==> src/rtl/ir_cam_sequencer.sv <==
`default_nettype none
// ============================================================================
// Module   : ir_cam_sequencer
// Brief    : Wii IR camera sequencer. Runs the init writes and the
//            pointer-write/13-byte-read poll loop on top of i2c_master, and
//            unpacks extended-mode blob data. Build option:
//            IR_CAM_ALL_BLOBS_EN adds blobs 1..3.
// Revision : 1.0 - initial release
// ============================================================================
module ir_cam_sequencer #(
    parameter logic [6:0]  I2C_ADDR       = 7'h58,
    parameter logic [23:0] STARTUP_CYCLES = 24'd1000,
    parameter logic [23:0] GAP_CYCLES     = 24'd500,
    parameter logic [23:0] POLL_CYCLES    = 24'd10000
) (
    input  logic       clk,
    input  logic       reset,
    input  logic       m_ready,
    input  logic       m_data_req,
    input  logic       m_data_ready,
    input  logic [7:0] m_data_out,
    output logic       m_start,
    output logic [6:0] m_addr,
    output logic       m_rw,
    output logic [4:0] m_packets,
    output logic [7:0] m_data,
    output logic [9:0] blob_x,
    output logic [9:0] blob_y,
    output logic       blob_valid,
`ifdef IR_CAM_ALL_BLOBS_EN
    output logic [9:0] blob1_x,
    output logic [9:0] blob1_y,
    output logic       blob1_valid,
    output logic [9:0] blob2_x,
    output logic [9:0] blob2_y,
    output logic       blob2_valid,
    output logic [9:0] blob3_x,
    output logic [9:0] blob3_y,
    output logic       blob3_valid,
`endif
    output logic       frame_stb,
    output logic       init_done
);

`ifdef IR_CAM_ALL_BLOBS_EN
    localparam int c_nblob = 4;
`else
    localparam int c_nblob = 1;
`endif
    localparam int         c_last_byte = 3 * c_nblob;
    localparam logic [3:0] c_read_len  = 4'd13;
    localparam logic [2:0] c_last_init = 3'd5;
    localparam logic [7:0] c_ptr_reg   = 8'h36;

    typedef enum logic [2:0] {
        S_WAIT    = 3'd0,
        S_ISSUE   = 3'd1,
        S_BUSY    = 3'd2,
        S_DONE    = 3'd3,
        S_PUBLISH = 3'd4
    } state_t;

    typedef enum logic [1:0] {
        K_INIT = 2'd0,
        K_PTR  = 2'd1,
        K_READ = 2'd2
    } kind_t;

    function automatic logic [7:0] init_byte(input logic [2:0] k, input logic sel_val);
        logic [15:0] e;
        case (k)
            3'd0:    e = 16'h3001;
            3'd1:    e = 16'h3008;
            3'd2:    e = 16'h0690;
            3'd3:    e = 16'h08C0;
            3'd4:    e = 16'h1A40;
            default: e = 16'h3303;
        endcase
        return sel_val ? e[7:0] : e[15:8];
    endfunction

    function automatic logic [7:0] byte_sel(input kind_t kind, input logic [2:0] k,
                                            input logic [3:0] idx);
        logic [7:0] b;
        b = 8'h00;
        if (kind == K_INIT && idx == 4'd0)      b = init_byte(k, 1'b0);
        else if (kind == K_INIT && idx == 4'd1) b = init_byte(k, 1'b1);
        else if (kind == K_PTR && idx == 4'd0)  b = c_ptr_reg;
        return b;
    endfunction

    state_t      state_q, state_d;
    kind_t       kind_q, kind_d;
    logic [2:0]  init_k_q, init_k_d;
    logic [23:0] timer_q, timer_d;
    logic [3:0]  idx_q, idx_d;
    logic [3:0]  rbyte_q, rbyte_d;
    logic        m_data_req_q, m_data_req_d;
    logic [7:0]  rbuf_q [1:c_last_byte];
    logic [7:0]  rbuf_d [1:c_last_byte];
    logic [9:0]  blob_x_q [c_nblob];
    logic [9:0]  blob_x_d [c_nblob];
    logic [9:0]  blob_y_q [c_nblob];
    logic [9:0]  blob_y_d [c_nblob];
    logic        blob_valid_q [c_nblob];
    logic        blob_valid_d [c_nblob];
    logic        init_done_q, init_done_d;
    logic        frame_stb_q, frame_stb_d;
    logic        m_start_q, m_start_d;
    logic        m_rw_q, m_rw_d;
    logic [4:0]  m_packets_q, m_packets_d;
    logic [7:0]  m_data_q, m_data_d;
    logic        w_req_fall;

    always_comb begin
        state_d      = state_q;
        kind_d       = kind_q;
        init_k_d     = init_k_q;
        timer_d      = timer_q;
        idx_d        = idx_q;
        rbyte_d      = rbyte_q;
        rbuf_d       = rbuf_q;
        blob_x_d     = blob_x_q;
        blob_y_d     = blob_y_q;
        blob_valid_d = blob_valid_q;
        init_done_d  = init_done_q;
        frame_stb_d  = 1'b0;
        m_rw_d       = m_rw_q;
        m_packets_d  = m_packets_q;
        m_data_req_d = m_data_req;
        w_req_fall   = m_data_req_q & ~m_data_req;

        // Read bytes are captured in any state so a pulse coinciding with a
        // state change is never lost.
        if (kind_q == K_READ && m_data_ready && rbyte_q < c_read_len) begin
            for (int i = 1; i <= c_last_byte; i++) begin
                if (rbyte_q == 4'(i)) rbuf_d[i] = m_data_out;
            end
            rbyte_d = rbyte_q + 4'd1;
        end

        case (state_q)
            S_WAIT: begin
                idx_d   = 4'd0;
                rbyte_d = 4'd0;
                if (timer_q == 24'd0) state_d = S_ISSUE;
                else                  timer_d = timer_q - 24'd1;
            end
            S_ISSUE, S_BUSY: begin
                if (w_req_fall && idx_q != 4'hF) idx_d = idx_q + 4'd1;
                if (state_q == S_ISSUE && !m_ready)     state_d = S_BUSY;
                else if (state_q == S_BUSY && m_ready)  state_d = S_DONE;
            end
            S_DONE: begin
                idx_d   = 4'd0;
                state_d = S_WAIT;
                timer_d = GAP_CYCLES;
                case (kind_q)
                    K_INIT: begin
                        if (init_k_q == c_last_init) begin
                            init_done_d = 1'b1;
                            kind_d      = K_PTR;
                        end else begin
                            init_k_d = init_k_q + 3'd1;
                        end
                    end
                    K_PTR: kind_d = K_READ;
                    default: begin
                        timer_d = POLL_CYCLES;
                        if (rbyte_d == c_read_len) begin
                            // Outputs register here so they are live during PUBLISH.
                            state_d     = S_PUBLISH;
                            frame_stb_d = 1'b1;
                            for (int b = 0; b < c_nblob; b++) begin
                                blob_x_d[b]     = {rbuf_d[3 + 3 * b][5:4], rbuf_d[1 + 3 * b]};
                                blob_y_d[b]     = {rbuf_d[3 + 3 * b][7:6], rbuf_d[2 + 3 * b]};
                                blob_valid_d[b] = !(blob_x_d[b] == 10'h3FF && blob_y_d[b] == 10'h3FF);
                            end
                        end else begin
                            kind_d = K_PTR;
                        end
                    end
                endcase
            end
            S_PUBLISH: begin
                state_d = S_WAIT;
                kind_d  = K_PTR;
                timer_d = POLL_CYCLES;
            end
            default: state_d = S_WAIT;
        endcase

        m_start_d = (state_d == S_ISSUE);
        if (state_q == S_WAIT && state_d == S_ISSUE) begin
            m_rw_d      = (kind_q == K_READ);
            m_packets_d = (kind_q == K_INIT) ? 5'd2 :
                          (kind_q == K_PTR)  ? 5'd1 : 5'd13;
        end
        m_data_d = byte_sel(kind_d, init_k_d, idx_d);
    end

    always_ff @(posedge clk) begin
        if (reset) begin
            state_q      <= S_WAIT;
            kind_q       <= K_INIT;
            init_k_q     <= 3'd0;
            timer_q      <= STARTUP_CYCLES;
            idx_q        <= 4'd0;
            rbyte_q      <= 4'd0;
            m_data_req_q <= 1'b0;
            init_done_q  <= 1'b0;
            frame_stb_q  <= 1'b0;
            m_start_q    <= 1'b0;
            m_rw_q       <= 1'b0;
            m_packets_q  <= 5'd0;
            m_data_q     <= 8'h00;
            for (int i = 1; i <= c_last_byte; i++) rbuf_q[i] <= 8'h00;
            for (int b = 0; b < c_nblob; b++) begin
                blob_x_q[b]     <= 10'h3FF;
                blob_y_q[b]     <= 10'h3FF;
                blob_valid_q[b] <= 1'b0;
            end
        end else begin
            state_q      <= state_d;
            kind_q       <= kind_d;
            init_k_q     <= init_k_d;
            timer_q      <= timer_d;
            idx_q        <= idx_d;
            rbyte_q      <= rbyte_d;
            m_data_req_q <= m_data_req_d;
            init_done_q  <= init_done_d;
            frame_stb_q  <= frame_stb_d;
            m_start_q    <= m_start_d;
            m_rw_q       <= m_rw_d;
            m_packets_q  <= m_packets_d;
            m_data_q     <= m_data_d;
            rbuf_q       <= rbuf_d;
            blob_x_q     <= blob_x_d;
            blob_y_q     <= blob_y_d;
            blob_valid_q <= blob_valid_d;
        end
    end

    assign m_start    = m_start_q;
    assign m_addr     = I2C_ADDR;
    assign m_rw       = m_rw_q;
    assign m_packets  = m_packets_q;
    assign m_data     = m_data_q;
    assign blob_x     = blob_x_q[0];
    assign blob_y     = blob_y_q[0];
    assign blob_valid = blob_valid_q[0];
    assign frame_stb  = frame_stb_q;
    assign init_done  = init_done_q;
`ifdef IR_CAM_ALL_BLOBS_EN
    assign blob1_x     = blob_x_q[1];
    assign blob1_y     = blob_y_q[1];
    assign blob1_valid = blob_valid_q[1];
    assign blob2_x     = blob_x_q[2];
    assign blob2_y     = blob_y_q[2];
    assign blob2_valid = blob_valid_q[2];
    assign blob3_x     = blob_x_q[3];
    assign blob3_y     = blob_y_q[3];
    assign blob3_valid = blob_valid_q[3];
`endif

endmodule
`default_nettype wire

==> config.mk <==
export PLATFORM = sky130hd
export DESIGN_NAME = ir_cam_sequencer
export DESIGN_NICKNAME = d
export VERILOG_FILES = /design/src/rtl/ir_cam_sequencer.sv
export SDC_FILE = /design/constraint.sdc
export NUM_CORES = 1
export LEC_CHECK = 0
export BUFFER_PORTS_ARGS = -buffer_cell sky130_fd_sc_hd__buf_2
export CORE_ASPECT_RATIO = 1.1
export CORE_MARGIN = 2
export CORE_UTILIZATION = 57
export CTS_BUF_LIST = sky130_fd_sc_hd__clkbuf_16
export DETAILED_ROUTE_END_ITERATION = 8
export MAX_ROUTING_LAYER = met4
export PLACE_DENSITY = 0.77
export SLEW_MARGIN = 20
export SYNTH_ARGS = -nofsm -noshare
export SYNTH_HDL_FRONTEND = slang
export SYNTH_SLANG_ARGS = --single-unit
==> constraint.sdc <==
create_clock -name clk -period 2.75 [get_ports clk]
set_input_delay 0.1375 -clock clk [delete_from_list [all_inputs] [get_ports clk]]
set_output_delay 0.1375 -clock clk [all_outputs]
set_load 0.02 [all_outputs]
# Word-level counts from Yosys, hierarchy flattened
# Index checks and enable logic that the tools add are counted.
# classes
n_addsub	4
n_lt_le_gt_ge	1
n_eq_ne	22
n_mux	30
bitwise	4
reduce_logical	28
# ops
cell	count
case mux 24 bit (3 select lines)	1
case mux 14 bit (5 select lines)	1
two-way mux 24 bit	2
two-way mux 8 bit	5
logical NOT 24 bit	1
two-way mux 3 bit	8
subtractor 24 x 1 -> 24 bit, second input constant	1
== test 10 bit, second input constant	2
two-way mux 4 bit	4
two-way mux 14 bit	1
== test 3 x 2 -> 1 bit, second input constant	4
logical AND 1 bit	10
== test 3 x 1 -> 1 bit, second input constant	3
== test 3 bit, second input constant	3
case mux 3 bit (3 select lines)	1
adder 4 x 1 -> 4 bit, second input constant	2
== test 4 x 1 -> 1 bit, second input constant	2
== test 4 x 2 -> 1 bit, second input constant	2
case mux 2 bit (2 select lines)	2
case mux 4 bit (2 select lines)	1
OR reduction 2 bit	4
logical NOT 3 bit	2
two-way mux 6 bit	1
AND reduction 3 bit	2
17 further kinds	24
# totals
reg_bits	103
input_bits	13
output_inout_bits	45
wordCells	109

# Logic depth before layout (Yosys ltp)
# Gate-level depths: netlist (run 1).
# logic_depth
ltp_word	13
depth_mapped	10
depth_no_buf	9

# Worst setup path after synthesis (run 1)
# Ideal clock, no wire load.
# synth_timing
path_kind	register to register
startpoint	register rbyte_q[0]
endpoint	register m_data_q[7], in the netlist m_data[7]
setup_time_ps	79
t_arrival_ps	2098
required_time_ps	2671
path_slack_ps	572
path_stages_with_launch	9
path_buffers	0
period_less_slack_ps	2178
path_cell_list	dfxtp_1 > inv_1 > ha_1 > o211ai_4 > mux2i_2 > a2111oi_4 > nand2b_2 > or3_4 > nor3_1
# synth_between
elab_chain_len	11
elab_cells_between_ends	13
classes_between	1 x add/sub; 1 x order compare; 1 x eq/ne; 6 x mux; 4 x reduce/logical
# synth_rtl
element	line	text
start, declared	97	logic [3:0] rbyte_q, rbyte_d;
start signal, assigned	229	rbyte_q <= rbyte_d;
< comparator 4 bit	135	if (kind_q == K_READ && m_data_ready && rbyte_q < c_read_len) begin
logical AND 1 bit	135	
two-way mux 4 bit *	135	
== test 4 bit *	170	if (rbyte_d == c_read_len) begin
two-way mux 2 bit *	170	
case mux 2 bit (2 select lines) *	158	case (kind_q)
case mux 2 bit (2 select lines) *	142	case (state_q)
logical NOT 2 bit *	86, 87	
logical AND 1 bit	87	else if (kind == K_INIT && idx == 4'd1) b = init_byte(k, 1'b1);
two-way mux 8 bit	87	
two-way mux 8 bit *	86	if (kind == K_INIT && idx == 4'd0) b = init_byte(k, 1'b0);
end signal, assigned	236	m_data_q <= m_data_d;
end, declared	112	logic [7:0] m_data_q, m_data_d;
# Mark *: on every way between the ends. The rest lies on a longest branch, timed or not.
# A chain may end at the register's enable or synchronous reset.

# Worst setup path in the final report (run 1)
# Ends and elaborated chain as after synthesis.

==> out/metrics.csv, run 1 <==
stage,metric,value,unit
setup_path,WP data arrival,2710,ps
logic_synthesis,Post-synth ARST share,0,%
cts,clock buffer depth,2,
pwr,sequential share of power,51.6,%
die,core area,0.00751,sq mm
route,Routed WL,9550,um
timing,Slew HR,48.8,%
global_route,overall routing resource usage,24.1,%
route,Initial DRC Count,181,
cts,total CTS buffers,9,
layout,n_diodes,0,
layout,multi-input logic area,0.00233,sq mm
die,starting density of the core,59.5,%
die,row cnt,33,
cts,setup bufs post-CTS,0,
pwr,switch share,24.8,%
cts,clock sink total,97,
layout,Area Overhead vs Synth,13.4,%
layout,final instance area,0.00507,sq mm
setup_path,critical path class,flop to flop,
logic_synthesis,"EDFF count, synth",0,
placement,port bufs,49,
placement,GP Congestion,0.840,
global_route,GRT overflow,0,
pwr,NetSw,692,uW
pwr,Total Power,2790,uW
min_path,Hold Crit Class,input pin to flop,
route,drt via density,5.64,
pwr,part of the power in combinational logic,5.1,%
pwr,Pwr Density,552,mW/mm^2
global_route,number of global-route vias before repair,3564,
timing,post-route minimum period,2440,ps
layout,share of layout cells above drive strength 1,17.3,%
route,Vias,3725,
die,die area,0.00857,sq mm
die,Die Wd,88.4,um
cts,clock root buffer,clkbuf_16,
logic_synthesis,cells after synthesis,507,
logic_synthesis,Synth Area per Inst,8.82,sq um
timing,RSZ-0062 raised after global routing,false,
setup_path,CP startpoint kind,flop,
placement,Post-DP Area,0.00478,sq mm
cts,CTS Hold Bufs,0,
timing,fmax,410,MHz
route,Routed Antenna Nets,0,
logic_synthesis,"FF+latch count, synth",97,
timing,Worst Max-Slew Pin Slew,768,ps
layout,nets,572,
cts,"Reg clk slew, reported paths",70,ps
pwr,clock power share,43.4,%
layout,Register Area,0.00194,sq mm
cts,Post-CTS Resized,0,
outcome,run status,completed,
timing,setup TNS,0,ps
cts,H-tree depth,3,
layout,fillers,624,
timing,Setup-failing EPs final,0,
cts,TritonCTS clock tree,done,
die,I/O Pins,58,
setup_path,Setup crit end kind,flop,
die,Die Ht,96.9,um
cts,"Clk Latency, worst-skew pair",350,ps
setup_path,"critical path fanouts, max",6,
timing,Layout Skew,7.53,ps
logic_synthesis,Mapped Area,0.00447,sq mm
logic_synthesis,synth warn,0,
pwr,Internal,2100,uW
run,max-cap viol count,0,
placement,Post-DP HPWL,6710,um
timing,Final Hold Fails,0,
route,DRC viols,0,
timing,fin crit share,88.8,%
global_route,initial antenna violation count,0,
global_route,pin count of the biggest net entering global routing,44,
pwr,Worst VDD drop,0.374,mV
logic_synthesis,Synth cell types,58,
layout,fin util,67.4,%
timing,Slew Limit Fails,0,
logic_synthesis,fraction of the yosys area taken by sequential cells,43.4,%
setup_path,"Req. time, crit path",3020,ps
route,wire per inst,14.5,um
logic_synthesis,"Primary FF master, synth",dfxtp_1,
route,drt first pass iters,5,
global_route,first-pass GRT wire length,16200,um
pwr,LEAKAGE,0.00208,uW
## kinds of logic after synthesis
| kind of cell | after synthesis | share of synthesized area, % |
|---|---|---|
| and+or+nand+nor | 216 | 24.5 |
| muxes | 27 | 6.16 |
| buffers and inverters | 46 | 5.01 |
| xor gates and xnor gates | 21 | 4.11 |
| adders and majority gates | 9 | 2.52 |
| DFF | 97 | 43.4 |
| AOI/OAI and AO/OA | 89 | 14.1 |
| other | 2 | 0.168 |
## state kept, by name, summed over array words and instances, names as in the netlist, 2 cells and up
name / flops
blob_x: 10
blob_y: 10
idx_q: 4
init_k_q: 3
kind_q: 2
m_data: 8
m_packets: 3
rbuf_q: 20
rbyte_q: 4
state_q: 3
timer_q: 24
## Yosys cell counts (2+ instances only)
| library cell | instances | share of area (%) |
|---|---|---|
| and2_1 | 5 | 0.70 |
| xor2_1 | 9 | 1.8 |
| nor4_1 | 7 | 0.98 |
| buf_4 | 12 | 2.0 |
| dfxtp_1 | 97 | 43 |
| or2_2 | 2 | 0.28 |
| a31oi_1 | 6 | 0.84 |
| nor2_1 | 92 | 7.7 |
| nor2b_1 | 3 | 0.42 |
| nor3_1 | 22 | 2.5 |
| conb_1 | 2 | 0.17 |
| a221o_1 | 2 | 0.45 |
| inv_1 | 11 | 0.92 |
| a211oi_1 | 5 | 0.84 |
| buf_2 | 5 | 0.56 |
| o31ai_1 | 4 | 0.67 |
| or3_1 | 8 | 1.1 |
| mux2i_1 | 25 | 5.6 |
| o21ai_0 | 13 | 1.5 |
| nand4_1 | 9 | 1.3 |
| buf_1 | 2 | 0.17 |
| a21oi_1 | 26 | 2.9 |
| clkbuf_1 | 16 | 1.3 |
| nor4_2 | 2 | 0.56 |
| nand2_1 | 30 | 2.5 |
| ha_1 | 9 | 2.5 |
| o41ai_1 | 2 | 0.39 |
| a21o_1 | 2 | 0.34 |
| nand3b_1 | 2 | 0.34 |
| nand2b_1 | 7 | 0.98 |
| nor3b_4 | 2 | 0.84 |
| a211o_1 | 20 | 3.9 |
| xnor2_1 | 12 | 2.4 |
| nand3_1 | 12 | 1.3 |
## through the flow
step	instances	hold slack, ps	setup WS (ps)
global route	660	66.1	94.7
CTS	660	55.8	228
floorplan	513	266	572
detailed placement	644	415	318
finish	660	59.2	309
global placement	644	389	423
## worst max-delay path: stages, from the launching register on
cell and delay (ps):
dfxtp_1 430, inv_1 120, ha_1 240, o211ai_4 280, mux2i_2 450, a21oi_1 210, or3_4 450, nor3_1 190
## final timing paths
check | startpoint | end | slack [ps] | cells past startpoint
max | rbyte_q[0]$_SDFF_PP0_ | m_data[7]$_SDFF_PP0_ | 310 | 7
max reg2reg | rbyte_q[0]$_SDFF_PP0_ | m_data[7]$_SDFF_PP0_ | 310 | 7
min | m_data_req | m_data_req_q$_SDFF_PP0_ | 60 | 2
min reg2reg | blob_y[2]$_SDFFE_PP1N_ | blob_y[2]$_SDFFE_PP1N_ | 460 | 1
## power groups by stage
stage,Clock [uW],Combinational [uW],Sequential (uW)
2_1_floorplan,0,105,1470
3_3_place_gp,0,137,1470
3_5_place_dp,0,140,1470
4_1_cts,1230,141,1440
5_1_grt,1280,157,1450
6_report,1210,141,1440
## cells in the final DEF, fill, tap and decap left out, types with 4 or more instances in the layout
cell       instances
nor3_1            22
buf_2             49
o31ai_1            4
buf_4             12
nor4_1             7
a211oi_1           5
a211o_1           20
and2_1             5
mux2i_1           25
nand2_1           30
a31oi_1            6
a21oi_1           26
conb_1             8
nand3_1           12
nand2b_1           7
nor2_1            91
nand4_1            9
dfxtp_1           97
or3_1              8
o21ai_0           13
xor2_1             9
inv_1             11
clkbuf_16          9
ha_1               9
xnor2_1           12
## area by class of cell
cell class / instances / share of cell area, %
clock buffer: 9 / 4.44
clock inverter: 7 / 1.23
inverter: 11 / 0.815
multi-input combinational: 370 / 46.0
sequential: 97 / 38.3
tap: 105 / 2.59
timing repair buffer: 61 / 6.62
## per-layer routing
metal  global-route usage, %  part of all wire [%]
met5                       -                     0
met4                    11.0                   2.6
met3                    3.75                   4.1
met2                    37.6                    49
met1                    30.5                    45
(Power assumes the default switching activity.)
==> run 2: changes to the inputs <==
Settings changed: CORE_UTILIZATION 57 to 31, PLACE_DENSITY 0.77 to 0.46.
==> run 2 against run 1 <==
  * Total power increased by 1.8%
  * Sequential power barely moved
  * Flip-flop and latch count stayed put
  * Clock skew increased by 1.4 ps
  * Non-clock buffer count is 5 higher
  * Fmax decreased by 0.27%
  * Critical path depth unchanged
  * Wire length is 6.9% higher
  * Cell count is 14% higher
  * Worst hold slack lost 12 ps
  * Sequential share of layout area is 1.1 points lower
  * Largest cell class unchanged
  * Largest power group unchanged
==> out/metrics.csv, run 2 (synthesis gave the netlist of run 1 again) <==
stage,metric,value,unit,change
cts,clock root buffer,clkbuf_16,,unchanged
die,I/O Pins,58,,unchanged
cts,H-tree depth,3,,unchanged
route,drt first pass iters,4,,was 5
global_route,number of global-route vias before repair,3486,,was 3564
placement,GP Congestion,0.781,,was 0.840
layout,final instance area,0.00522,sq mm,was 0.00507 sq mm
layout,Register Area,0.00194,sq mm,unchanged
layout,fillers,1504,,was 624
placement,Post-DP HPWL,7520,um,was 6710 um
global_route,pin count of the biggest net entering global routing,44,,unchanged
route,drt via density,4.77,,was 5.64
layout,Area Overhead vs Synth,16.8,%,was 13.4%
layout,Biggest register,timer_q,,unchanged
layout,multi-input logic area,0.00233,sq mm,about the same
die,core area,0.0143,sq mm,was 0.00751 sq mm
layout,share of layout cells above drive strength 1,17.5,%,was 17.3%
timing,Fin Hold WS,47.6,ps,was 59.2 ps
timing,Final Hold Fails,0,,unchanged
timing,fin crit share,89.0,%,was 88.8%
global_route,overall routing resource usage,14.7,%,was 24.1%
setup_path,CP startpoint kind,flop,,unchanged
cts,clock sink total,97,,unchanged
setup_path,WP data arrival,2720,ps,was 2710 ps
die,Die Wd,119,um,was 88.4 um
cts,TritonCTS clock tree,done,,unchanged
cts,clock buffer depth,2,,unchanged
setup_path,Setup crit end kind,flop,,unchanged
timing,Slew Limit Fails,0,,unchanged
timing,fmax,409,MHz,was 410 MHz
placement,port bufs,49,,unchanged
route,Routed WL,10200,um,was 9550 um
layout,"most common cell after layout, fill and taps aside",dfxtp_1,,unchanged
timing,Layout Skew,8.89,ps,was 7.53 ps
layout,Largest regs,"timer_q: 24 flops, rbuf_q: 20 flops",,unchanged
cts,total CTS buffers,9,,unchanged
layout,max FFs per register,24,,unchanged
timing,Setup-failing EPs final,0,,unchanged
pwr,LEAKAGE,0.00211,uW,was 0.00208 uW
cts,"Clk Latency, worst-skew pair",350,ps,about the same
setup_path,"critical path fanouts, max",9,,was 6
die,starting density of the core,31.3,%,was 59.5%
cts,setup bufs post-CTS,0,,unchanged
die,die area,0.0154,sq mm,was 0.00857 sq mm
cts,Post-CTS Resized,0,,unchanged
route,Initial DRC Count,195,,was 181
timing,RSZ-0062 raised after global routing,false,,unchanged
layout,most frequent cells in the layout,"dfxtp_1 (97), nor2_1 (92), buf_2 (49)",,"was dfxtp_1 (97), nor2_1 (91), buf_2 (49)"
run,max-cap viol count,0,,unchanged
timing,post-route minimum period,2450,ps,was 2440 ps
outcome,run status,completed,,unchanged
cts,CTS Hold Bufs,0,,unchanged
layout,n_diodes,0,,unchanged
placement,Post-DP Area,0.00492,sq mm,was 0.00478 sq mm
global_route,initial antenna violation count,0,,unchanged
min_path,Hold Crit Class,input pin to flop,,unchanged
timing,Slew HR,55.0,%,was 48.8%
die,row cnt,46,,was 33
timing,Worst Max-Slew Pin Slew,657,ps,was 768 ps
pwr,Pwr Density,545,mW/mm^2,was 552 mW/mm^2
global_route,GRT overflow,0,,unchanged
setup_path,"Req. time, crit path",3020,ps,about the same
route,Routed Antenna Nets,0,,unchanged
route,DRC viols,0,,unchanged
setup_path,critical path class,flop to flop,,unchanged
route,Vias,3584,,was 3725
timing,setup TNS,0,ps,unchanged
cts,"Reg clk slew, reported paths",70,ps,about the same
route,wire per inst,13.6,um,was 14.5 um
die,Die Ht,130,um,was 96.9 um
layout,nets,577,,was 572
pwr,Worst VDD drop,0.315,mV,was 0.374 mV
global_route,first-pass GRT wire length,17400,um,was 16200 um
run 2: stage by stage:
step | worst slack (ps) | power, uW | cells | utilization, %
after floorplan | 572 | 1580 | 513 | -
after global placement | 384 | 1620 | 736 | 34.5
after detailed placement | 317 | 1620 | 736 | 34.5
after CTS | 290 | 2900 | 752 | 36.6
after global routing | 19.5 | 2970 | 752 | 36.6
final | 302 | 2850 | 752 | 36.6
run 2: cell type report:
class | instances | area share (%)
tap | 192 | 4.60
clock inverter | 7 | 1.37
inverter | 11 | 0.791
sequential | 97 | 37.2
clock buffer | 9 | 4.31
multi-input combinational | 370 | 44.6
timing repair buffer | 66 | 7.14
run 2: where the power goes:
group	internal (uW)	switching, uW	leakage (uW)
registers	1420	18.0	0.000785
logic	51.6	91.4	0.00118
clock network	705	556	0.000149
total	2180	665	0.00211
run 2: metal layers:
layer,share of wire (%),vias to the layer above,global-route usage [%]
met3,2.8,14,2.62
met2,46,41,23.2
met1,49,1673,18.3
li1,-,1856,-
met4,2.0,0,7.28
met5,0,-,-
run 2: worst max-delay path, stage by stage (launching register included):
cell and delay, ps:
dfxtp_1 550, and3b_1 330, nor2_2 110, a22o_1 300
a2111oi_4 390, nand2b_2 130, or3_4 360, nor3_1 190
run 2: final timing paths:
| check | startpoint | to | slack (ps) | cells after the start |
|---|---|---|---|---|
| hold reg to reg | m_packets[1]$_SDFFE_PP0P_ | m_packets[1]$_SDFFE_PP0P_ | 450 | 2 |
| setup reg to reg | state_q[1]$_SDFF_PP0_ | m_data[6]$_SDFF_PP0_ | 300 | 7 |
| setup / recovery | state_q[1]$_SDFF_PP0_ | m_data[6]$_SDFF_PP0_ | 300 | 7 |
| hold / removal | m_data_req | m_data_req_q$_SDFF_PP0_ | 50 | 2 |
==> run 3: changes to the inputs <==
Settings changed: CORE_MARGIN 2 to not set, SLEW_MARGIN 20 to 15.
==> run 3 against run 2 <==
  * Combinational power hardly changed
  * Flip-flop and latch count did not move
  * Via count about the same
==> out/metrics.csv, run 3 (synthesis gave the netlist of run 1 again) <==
stage,metric,value,unit,change
outcome,run status,completed,,unchanged
cts,clock buffer depth,2,,unchanged
setup_path,CP startpoint kind,flop,,unchanged
setup_path,worst path cell trace,"nor2b_1, o211ai_4, mux2i_4, a2111oi_4, nand2b_2, or3_4, nor3_1",,"was and3b_1, nor2_2, a22o_1, a2111oi_4, nand2b_2, or3_4, nor3_1"
cts,clock sink total,97,,unchanged
layout,Area Overhead vs Synth,16.8,%,about the same
layout,share of layout cells above drive strength 1,17.6,%,was 17.5%
layout,Register Area,0.00194,sq mm,unchanged
cts,TritonCTS clock tree,done,,unchanged
timing,setup TNS,0,ps,unchanged
timing,Setup-failing EPs final,0,,unchanged
route,wire per inst,13.7,um,was 13.6 um
route,Vias,3583,,was 3584
layout,n_diodes,0,,unchanged
die,I/O Pins,58,,unchanged
global_route,GRT overflow,0,,unchanged
setup_path,"Req. time, crit path",3020,ps,about the same
setup_path,Reg-to-Reg Start,kind_q[1]$_SDFF_PP0_,,was state_q[1]$_SDFF_PP0_
global_route,first-pass GRT wire length,16900,um,was 17400 um
setup_path,Critical Path Start,kind_q[1]$_SDFF_PP0_,,was state_q[1]$_SDFF_PP0_
route,Routed Antenna Nets,0,,unchanged
layout,max FFs per register,24,,unchanged
die,starting density of the core,32.0,%,was 31.3%
setup_path,R2R setup slack,260,ps,was 300 ps
pwr,Worst VDD drop,0.259,mV,was 0.315 mV
cts,total CTS buffers,9,,unchanged
timing,Fin Hold WS,32.9,ps,was 47.6 ps
setup_path,worst r2r path cells,7,,unchanged
timing,Layout Skew,7.09,ps,was 8.89 ps
die,row cnt,45,,was 46
placement,Post-DP HPWL,7440,um,was 7520 um
cts,H-tree depth,3,,unchanged
pwr,LEAKAGE,0.00211,uW,about the same
route,drt first pass iters,4,,unchanged
timing,fin crit share,90.6,%,was 89.0%
layout,"most common cell after layout, fill and taps aside",dfxtp_1,,unchanged
route,drt via density,4.80,,was 4.77
setup_path,Worst Path Buf+Inv,0,,unchanged
die,core area,0.0140,sq mm,was 0.0143 sq mm
global_route,pin count of the biggest net entering global routing,57,,was 44
cts,clock root buffer,clkbuf_16,,unchanged
die,Die Ht,128,um,was 130 um
cts,CTS Hold Bufs,0,,unchanged
layout,Biggest register,timer_q,,unchanged
layout,multi-input logic area,0.00234,sq mm,was 0.00233 sq mm
placement,Placed Cells,730,,was 736
timing,RSZ-0062 raised after global routing,false,,unchanged
layout,nets,575,,was 577
die,die area,0.0149,sq mm,was 0.0154 sq mm
timing,Final Hold Fails,0,,unchanged
route,DRC viols,0,,unchanged
timing,Slew HR,57.3,%,was 55.0%
setup_path,Setup crit end kind,flop,,unchanged
placement,GP Congestion,0.821,,was 0.781
timing,post-route minimum period,2490,ps,was 2450 ps
min_path,Hold Crit Class,input pin to flop,,unchanged
route,Initial DRC Count,147,,was 195
timing,Worst Max-Slew Pin Slew,622,ps,was 657 ps
setup_path,CP Capture Point,m_data[6]$_SDFF_PP0_,,unchanged
layout,fillers,1475,,was 1504
setup_path,"Slowest-stage cell, CP",dfxtp_1,,unchanged
global_route,number of global-route vias before repair,3412,,was 3486
setup_path,"critical path fanouts, max",10,,was 9
setup_path,WP data arrival,2760,ps,was 2720 ps
layout,most frequent cells in the layout,"dfxtp_1 (97), nor2_1 (92), buf_2 (49)",,unchanged
placement,port bufs,49,,unchanged
cts,setup bufs post-CTS,0,,unchanged
die,Die Wd,117,um,was 119 um
pwr,Pwr Density,557,mW/mm^2,was 545 mW/mm^2
timing,Slew Limit Fails,0,,unchanged
timing,fmax,401,MHz,was 409 MHz
setup_path,critical path class,flop to flop,,unchanged
layout,Largest regs,"timer_q: 24 flops, rbuf_q: 20 flops",,unchanged
setup_path,capture point of the worst reg-to-reg path,m_data[6]$_SDFF_PP0_,,unchanged
route,Routed WL,10300,um,was 10200 um
setup_path,CP top delay family,simple AND/OR/NAND/NOR gates,,unchanged
run,max-cap viol count,0,,unchanged
min_path,hold path startpoint,m_data_req,,unchanged
cts,Post-CTS Resized,0,,unchanged
layout,fin cells,746,,was 752
setup_path,cell count along the critical path,7,,unchanged
global_route,overall routing resource usage,15.2,%,was 14.7%
cts,"Reg clk slew, reported paths",70,ps,about the same
cts,"Clk Latency, worst-skew pair",350,ps,about the same
global_route,initial antenna violation count,0,,unchanged
setup_path,Crit path largest cell delay,490,ps,was 550 ps
run 3: where the power goes:
group	total (uW)	switching [uW]	leakage, uW	internal, uW
clock	1330	603	0.000154	725
sequential	1440	16.3	0.000785	1420
combinational	144	92.8	0.00117	51.1
run 3: worst min path at each step:
| stage | end | slack [ps] | cells after the start |
|---|---|---|---|
| 2_1_floorplan | m_data_req_q$_SDFF_PP0_ | 270 | 1 |
| 3_3_place_gp | m_data_req_q$_SDFF_PP0_ | 400 | 2 |
| 3_5_place_dp | m_data_req_q$_SDFF_PP0_ | 400 | 2 |
| 4_1_cts | m_data_req_q$_SDFF_PP0_ | 20 | 2 |
| 5_1_grt | state_q[0]$_SDFF_PP0_ | 50 | 3 |
| 6_report | m_data_req_q$_SDFF_PP0_ | 30 | 2 |
run 3: cell type report:
cell class	count	area share, %
inverters	11	0.791
clock buffers	9	4.31
clock inverters	7	1.61
flip-flops and latches	97	37.2
multi-input cells	370	44.7
well taps	188	4.51
repair buffers	64	6.85
run 3: routing by layer:
metal | routed length [um] | track usage, % | up-vias
met5 | 0 | - | -
met4 | 204 | 7.24 | 0
met3 | 395 | 2.84 | 12
met2 | 4620 | 22.5 | 72
met1 | 5030 | 19.7 | 1647
li1 | - | - | 1852
run 3: stage by stage:
step,worst slack (ps),utilization [%],power [uW],area [sq um]
after global placement,237,35.1,1620,4900
after CTS,130,37.3,2960,5210
after floorplan,572,-,1580,4490
after global routing,64.5,37.4,3030,5220
final,258,37.4,2910,5220
after detailed placement,146,35.1,1620,4900
